**config.mk**
```make
export PLATFORM = sky130hd
export DESIGN_NAME = id_ex_stage
export DESIGN_NICKNAME = d
export VERILOG_FILES = /design/src/rtl/id_ex_stage.sv
export SDC_FILE = /design/constraint.sdc
export NUM_CORES = 1
export LEC_CHECK = 0
export BUFFER_PORTS_ARGS = -buffer_cell sky130_fd_sc_hd__buf_2
export CORE_AREA = 2 2 129 131
export CTS_BUF_LIST = sky130_fd_sc_hd__clkbuf_8 sky130_fd_sc_hd__clkbuf_16
export CTS_CLUSTER_DIAMETER = 200
export DETAILED_ROUTE_END_ITERATION = 8
export DIE_AREA = 0 0 131 133
export GPL_ROUTABILITY_DRIVEN = 1
export GPL_TIMING_DRIVEN = 1
export PLACE_DENSITY = 0.71
export SLEW_MARGIN = 20
export SYNTH_ARGS = -nofsm -noshare
export SYNTH_HDL_FRONTEND = slang
export SYNTH_SLANG_ARGS = --single-unit
```
**constraint.sdc**
```tcl
create_clock -name clk -period 5.3 [get_ports clk]
set_clock_uncertainty 0.15 [all_clocks]
set_input_delay 0.53 -clock clk [delete_from_list [all_inputs] [get_ports clk]]
set_output_delay 0.53 -clock clk [all_outputs]
set_load 0.005 [all_outputs]
```
**src/rtl/id_ex_stage.sv**
```systemverilog
// ID/EX pipeline register: latches decoded controls and operands for EX,
// detects load-use hazards, inserts bubbles and counts them (saturating).
module id_ex_stage #(
  parameter int XLEN  = 32,
  parameter int RA_W  = 5,
  parameter int CNT_W = 16
) (
  input  logic             clk,
  input  logic             reset,
  input  logic             id_valid,
  input  logic             id_Branch,
  input  logic             id_MemRead,
  input  logic             id_MemtoReg,
  input  logic             id_MemWrite,
  input  logic             id_ALUSrc,
  input  logic             id_RegWrite,
  input  logic [1:0]       id_ALUOp,
  input  logic [XLEN-1:0]  id_pc,
  input  logic [XLEN-1:0]  id_rdata1,
  input  logic [XLEN-1:0]  id_rdata2,
  input  logic [XLEN-1:0]  id_imm,
  input  logic [RA_W-1:0]  id_rs1,
  input  logic [RA_W-1:0]  id_rs2,
  input  logic [RA_W-1:0]  id_rd,
  input  logic [3:0]       id_funct,
  input  logic             flush,
  input  logic             hold,
  output logic             stall,
  output logic             ex_valid,
  output logic             ex_Branch,
  output logic             ex_MemRead,
  output logic             ex_MemtoReg,
  output logic             ex_MemWrite,
  output logic             ex_ALUSrc,
  output logic             ex_RegWrite,
  output logic [1:0]       ex_ALUOp,
  output logic [XLEN-1:0]  ex_pc,
  output logic [XLEN-1:0]  ex_rdata1,
  output logic [XLEN-1:0]  ex_rdata2,
  output logic [XLEN-1:0]  ex_imm,
  output logic [RA_W-1:0]  ex_rs1,
  output logic [RA_W-1:0]  ex_rs2,
  output logic [RA_W-1:0]  ex_rd,
  output logic [3:0]       ex_funct,
  output logic [CNT_W-1:0] stall_count
);

  // Packed controls: {Branch, MemRead, MemtoReg, MemWrite, ALUSrc, RegWrite, ALUOp}
  logic [7:0] ctrl_p0;
  logic [7:0] ctrl_p1;
  logic       vld_p1;
  logic       uses_rs2;
  logic       hazard;

  // Counter holds at all ones instead of wrapping
  function automatic logic [CNT_W-1:0] sat_inc(input logic [CNT_W-1:0] v);
    logic [CNT_W-1:0] one;
    one = '0;
    one[0] = 1'b1;
    return (&v) ? v : v + one;
  endfunction

  assign ctrl_p0 = {id_Branch, id_MemRead, id_MemtoReg, id_MemWrite,
                    id_ALUSrc, id_RegWrite, id_ALUOp};

  // rs2 is a real source for R-type, branches and stores (ALUSrc=0 or store)
  assign uses_rs2 = ~id_ALUSrc | id_MemWrite;

  // A load in EX whose destination ID reads must be separated by one bubble;
  // x0 is never a real dependency.
  assign hazard = id_valid & vld_p1 & ctrl_p1[6] & (ex_rd != '0) &
                  ((ex_rd == id_rs1) | (uses_rs2 & (ex_rd == id_rs2)));

  // A flushed ID instruction is dead, so it never needs to wait
  assign stall = ~reset & ((hazard & ~flush) | hold);

  // ---- ID -> EX boundary ----

  // Control path and bubble counter: flush > hold > hazard bubble > load
  always_ff @(posedge clk) begin
    if (reset) begin
      vld_p1      <= 1'b0;
      ctrl_p1     <= '0;
      stall_count <= '0;
    end else if (flush) begin
      vld_p1  <= 1'b0;
      ctrl_p1 <= '0;
    end else if (!hold) begin
      if (hazard) begin
        vld_p1      <= 1'b0;
        ctrl_p1     <= '0;
        stall_count <= sat_inc(stall_count);
      end else begin
        vld_p1  <= id_valid;
        ctrl_p1 <= id_valid ? ctrl_p0 : 8'd0;
      end
    end
  end

  // Operand path: loads whenever not frozen; contents are meaningless in a bubble
  always_ff @(posedge clk) begin
    if (reset) begin
      ex_pc     <= '0;
      ex_rdata1 <= '0;
      ex_rdata2 <= '0;
      ex_imm    <= '0;
      ex_rs1    <= '0;
      ex_rs2    <= '0;
      ex_rd     <= '0;
      ex_funct  <= '0;
    end else if (flush || !hold) begin
      ex_pc     <= id_pc;
      ex_rdata1 <= id_rdata1;
      ex_rdata2 <= id_rdata2;
      ex_imm    <= id_imm;
      ex_rs1    <= id_rs1;
      ex_rs2    <= id_rs2;
      ex_rd     <= id_rd;
      ex_funct  <= id_funct;
    end
  end

  assign ex_valid    = vld_p1;
  assign ex_Branch   = ctrl_p1[7];
  assign ex_MemRead  = ctrl_p1[6];
  assign ex_MemtoReg = ctrl_p1[5];
  assign ex_MemWrite = ctrl_p1[4];
  assign ex_ALUSrc   = ctrl_p1[3];
  assign ex_RegWrite = ctrl_p1[2];
  assign ex_ALUOp    = ctrl_p1[1:0];

endmodule

```
==> flow_summary.ini, run 1 <==
[placement]
dp_slack_ns = 2.62
place_congestion = 0.802
detailed_place_hpwl_um = 12700
place_inst = 1284
io_buffers = 332

[final_layout]
area_growth_pct = 36.9
finalNonFillerCells = 1316
drive_above_1_share_pct = 34.9
final_common_cell = buf_2
num_antenna_cells = 0
final_cell_mix = buf_2, nand2_1, dfxtp_1
final_nets = 1244
final_util_pct = 53.2

[global_routing]
overflow = 0
grt_max_degree = 115
antenna_found_initial = 1
grt_pass1_vias = 5587
grt_pass1_wl_um = 28200
grt_usage_pct = 20.4

[worst_setup_path]
r2r_end = stall_count[8]
cpPeakStageDelay_ns = 0.48
worst_setup_path_start_kind = flop
path_cells = xnor2_1 -> nand4_1 -> o22ai_2 -> and2_2 -> a21oi_1 -> nor2_1 -> buf_2
r2r_slack_ns = 2.67
cp_data_required_time_ns = 4.62
r2r_cells = 7
critPathArrivalTime_ns = 2.00
crit_fanout = 5
critPathKind = reg2out
setup.worst_path.start = ex_rd[4]
critPathCaptureType = primary output
r2r_start = stall_count[0]
critPathSlowestCell = dfxtp_1

[power]
peakVddDrop_mv = 0.197
comb_power_share_pct = 10.5
switching_share_pct = 25.3
power_density_nw_per_um2 = 332
pwr-share-clk_pct = 40.4
seqPwrFrac_pct = 49.1
p_leak_nw = 4.20
power.switching_mw = 0.722
power.internal_mw = 2.13

[drt]
postRouteAntennaNets = 0
num_vias = 6269
drt_pre_antenna_iters = 4
routedWlPerCell_um = 13.9
routed_wl_um = 18300
drt_iter0_markers = 334
viasPerCell = 4.76
remaining_drc_errors = 0

[floorplan]
rows = 47
io_pins = 333
initial_core_util_pct = 38.8
die_w_um = 131
die_h_um = 133
coreArea_um2 = 16200
dieArea_um2 = 17400

[synthesis]
synthMuxAreaShare_pct = 0.877
synthSimpleGateAreaFrac_pct = 23.7
synth_area_leaders = dfxtp_1, nand2_1, a21oi_1
synth-compound-area-share_pct = 14.9
ys_types = 37
synth-xor-area-share_pct = 1.67
synth_area_leader_cell = dfxtp_1
synth-seq-area-share_pct = 54.9
synth_seq_cells = 172
synth_fa_ha_area_share_pct = 0.199
synth.avg_cell_area_um2 = 8.03
syn_nets = 943
synth_top_area_share_pct = 54.9
synth_cells = 782
synth_top_family_by_area = simple AND/OR/NAND/NOR gates
syn_area_um2 = 6280
ys_warn_count = 0

[timing]
max_freq_mhz = 373
hold_slack_ns = 0.168
timing_worst_slew_pin_value_ns = 1.02
worst_slack_ns = 2.62
setup_tns_ns = 0
slew_viol_final = 0
post-route-min-period_ns = 2.68
setup_violations = 0
hold_violations = 0
relSlewSlack_pct = 32.3
period_share_pct = 50.5
rsz0062_at_grt = no

[clock_network]
clk_pin_slew_ns = 0.07
cts_post_setup_buffers_inserted = 0
insertion_delay_ns = 0.43
cts_sinks = 172
cts_resized = 0
clock_path_buffers = 2
htree_levels = 4
cts_made_buffers = 17
cts_root_buf = clkbuf_16
postCtsHoldBufs = 0
cts_tree = done

[worst_hold_path]
hp-class = in2reg
min_to = ctrl_p1[5]
hp-start = id_MemtoReg
holdPathStages = 2

[flow_run]
maxCapViolations = 0

[outcome]
status = finished, final reports clean
[worst max-delay path by stage]
stage                endpoint  slack (ns)  cells past startpoint
2_1_floorplan           stall        3.20                      4
3_3_place_gp   stall_count[8]        2.65                      7
3_5_place_dp    ex_rdata2[30]        2.62                      6
4_1_cts                 stall        2.59                      7
5_1_grt                 stall        2.44                      7
6_report                stall        2.62                      7
[synthesized netlist by cell type]
cell	instances
o21ai_0	3
buf_2	2
nand4_1	4
nor4b_4	1
buf_1	3
and2_1	1
nand2_1	301
nor2_1	13
nor3_1	4
clkbuf_8	1
or2b_1	1
or4_1	5
nor4_1	3
mux2i_1	1
o22ai_2	1
o21bai_1	1
ha_1	1
nor4_4	1
xor2_1	2
o31ai_1	5
nand3_2	1
a22o_1	8
clkbuf_1	47
inv_1	4
mux2_2	4
or3_1	3
xnor2_1	10
nor2b_1	5
and2_2	1
o21ai_1	1
or2_2	2
buf_6	1
nand3_1	9
nand4_2	1
or3b_2	1
dfxtp_1	172
a21oi_1	158
[critical path: cells and delay by family (launching register included)]
family                 cells  cell delay, ns
flip-flops                 1            0.48
AND/OR/NAND/NOR            3            0.46
AO/OA/AOI/OAI              2            0.32
XOR/XNOR                   1            0.17
buffers and inverters      1            0.12
[layer usage]
metal	GRT usage, %	share of wire (%)	wire length, µm
met2	32.9	48	8720
met4	6.26	1.5	281
met3	7.64	8.0	1460
met1	25.3	43	7840
met5	0	0.044	8
[sequential cells by signal (all words and copies together) (netlist names), 4 cells and up]
name / count
ex_rs2: 5
ex_pc: 32
stall_count: 16
ex_rd: 5
ex_funct: 4
ex_rs1: 5
ex_rdata1: 32
ctrl_p1: 8
ex_imm: 32
ex_rdata2: 32
[cell families after synthesis]
logic type	count (synthesis)
and+or+nand+nor	357
AOI/OAI and AO/OA	177
DFF	172
buffers and inverters	58
xor gates and xnor gates	12
muxes	5
adders and majority gates	1
[per-stage QoR]
stage / area (µm²) / power (mW)
floorplan: 6280 / 1.56
detailed placement: 8050 / 1.73
CTS: 8600 / 2.89
global route: 8600 / 2.99
global placement: 8050 / 1.73
finish: 8600 / 2.85
[area by class of cell]
cell class | count | area, µm²
fill | 1571 | 7580
sequential | 172 | 3440
multi-input combinational | 552 | 2610
timing repair buffer | 336 | 1710
clock buffer | 19 | 453
tap | 220 | 275
clock inverter | 13 | 91.3
inverter | 4 | 15.0
[power by group through the flow]
stage / combinational, mW / sequential [mW] / clock [mW]
after floorplan: 0.130 / 1.43 / 0
after global placement: 0.300 / 1.43 / 0
after detailed placement: 0.303 / 1.43 / 0
after CTS: 0.304 / 1.40 / 1.18
after global routing: 0.336 / 1.41 / 1.25
final: 0.299 / 1.40 / 1.15
Power figures use the tool's default switching activity.
==> run 2: changes to the inputs <==
==> constraint.sdc (replaced) <==
create_clock -name clk -period 2.5 [get_ports clk]
set_clock_uncertainty 0.15 [all_clocks]
set_input_delay 0.25 -clock clk [delete_from_list [all_inputs] [get_ports clk]]
set_output_delay 0.25 -clock clk [all_outputs]
set_load 0.005 [all_outputs]
==> run 2 against run 1 <==
Against the previous run: critical path depth grew 2; die area is the same; power rose by 130%; register-to-register slack worse by 2.4 ns; combinational power rose to 2.9 times the previous value; sequential power is 110% higher; first-iteration DRC count up 5.7%; worst hold slack got worse by 0.13 ns; cell count increased by 12%; largest power group unchanged; design area grew 19%.
==> flow_summary.ini, run 2 (synthesis results as in run 1) <==
[outcome]
status = finished, final reports clean

[power]
switching_share_pct = 25.0
seqPwrFrac_pct = 46.2
power.switching_mw = 1.61
pwr-share-clk_pct = 40.3
p_leak_nw = 4.91
comb_power_share_pct = 13.6
power.internal_mw = 4.82
total_power_mw = 6.43
power_density_nw_per_um2 = 627
peakVddDrop_mv = 0.426

[timing]
setup_tns_ns = 0
max_freq_mhz = 413
slew_viol_final = 0
hold_slack_ns = 0.0402
setup_violations = 0
post-route-min-period_ns = 2.42
hold_violations = 0
period_share_pct = 96.8
worst_slack_ns = 0.0809
relSlewSlack_pct = 57.4
timing_worst_slew_pin_value_ns = 0.638

[worst_setup_path]
worst_setup_path_start_kind = primary input
path_cells = dlygate4sd3_1 -> buf_2 -> xnor2_1 -> nand4_1 -> o22ai_2 -> and2_2 -> a21oi_1 -> nor2_1 -> buf_2
cp_data_required_time_ns = 2.10
cp_common_cell = buf_2
critPathCaptureType = primary output
setup.worst_path.start = id_rs2[1]
crit_family = buffers and inverters
crit_fanout = 3
critPathSlowestCell = dlygate4sd3_1
critPathKind = in2out
cpPeakStageDelay_ns = 0.54
critPathArrivalTime_ns = 2.02
critical_path_buf_inv_count = 3
r2r_start = ex_rd[1]

[floorplan]
io_pins = 333
die_w_um = 131
rows = 47
initial_core_util_pct = 38.8
coreArea_um2 = 16200
dieArea_um2 = 17400
die_h_um = 133

[global_routing]
grt_max_degree = 94
antenna_found_initial = 1
grt_pass1_wl_um = 34000
grt_usage_pct = 24.6
overflow = 0
grt_pass1_vias = 7037

[drt]
num_vias = 7153
routed_wl_um = 22000
drt_iter0_markers = 353
drt_pre_antenna_iters = 5
viasPerCell = 4.84
remaining_drc_errors = 0
postRouteAntennaNets = 0
routedWlPerCell_um = 14.9

[clock_network]
cts_sinks = 172
clk_pin_slew_ns = 0.06
cts_tree = done
cts_resized = 0
cts_root_buf = clkbuf_16
cts_made_buffers = 17
clock_path_buffers = 2
insertion_delay_ns = 0.42
htree_levels = 4

[worst_hold_path]
hp-class = in2reg
hp-start = hold

[placement]
dp_slack_ns = 0.331
place_congestion = 0.787
detailed_place_hpwl_um = 12800
place_inst = 1289
postPlaceCellArea_um2 = 8130
io_buffers = 332

[final_layout]
final_cell_mix = buf_2, nand2_1, dfxtp_1
final_util_pct = 63.5
stdcell_area_um2 = 10300
area_growth_pct = 63.5
final_nets = 1406
drive_above_1_share_pct = 30.8
finalNonFillerCells = 1478
final_common_cell = buf_2

[flow_run]
maxCapViolations = 0
-- run 2: path summary, 6_finish.rpt --
check,endpoint,slack [ns],cells past startpoint
worst max-delay path,stall,0.08,9
worst min-delay path,ex_valid,0.04,3
worst max register to register,stall_count[5],0.29,8
worst min register to register,ex_rs1[2],0.30,2
-- run 2: power groups by stage --
stage	clock network, mW	logic, mW	registers [mW]
2_1_floorplan	0	0.276	3.04
3_3_place_gp	0	0.651	3.02
3_5_place_dp	0	0.655	3.02
4_1_cts	2.66	0.850	2.96
5_1_grt	2.77	0.959	2.99
6_report	2.59	0.873	2.97
-- run 2: per-layer routing --
metal	track usage, %	vias up	routed length [µm]
met4	11.2	0	671
met1	27.3	3291	8620
met5	0	-	0
li1	-	3490	-
met2	41.9	313	10900
met3	8.73	59	1840
-- run 2: worst min-delay path, stage by stage --
cell	delay (ns)
buf_2	0.16
nand2_1	0.09
a21oi_1	0.06
-- run 2: final cells by class --
type,instances,area [µm²]
clock buffers,17,425
flip-flops and latches,172,3440
clock inverters,14,144
inverters,4,15.0
repair buffers,498,3350
multi-input cells,552,2610
fillers,1252,5910
diodes,1,2.50
well taps,220,275
-- run 2: repair_timing --
item / CTS / global route
endpoints found under the hold margin: 155 / 0
buffers inserted: 0 / 2
hold buffers: 155 / 0
setup endpoints to repair: 0 / 1
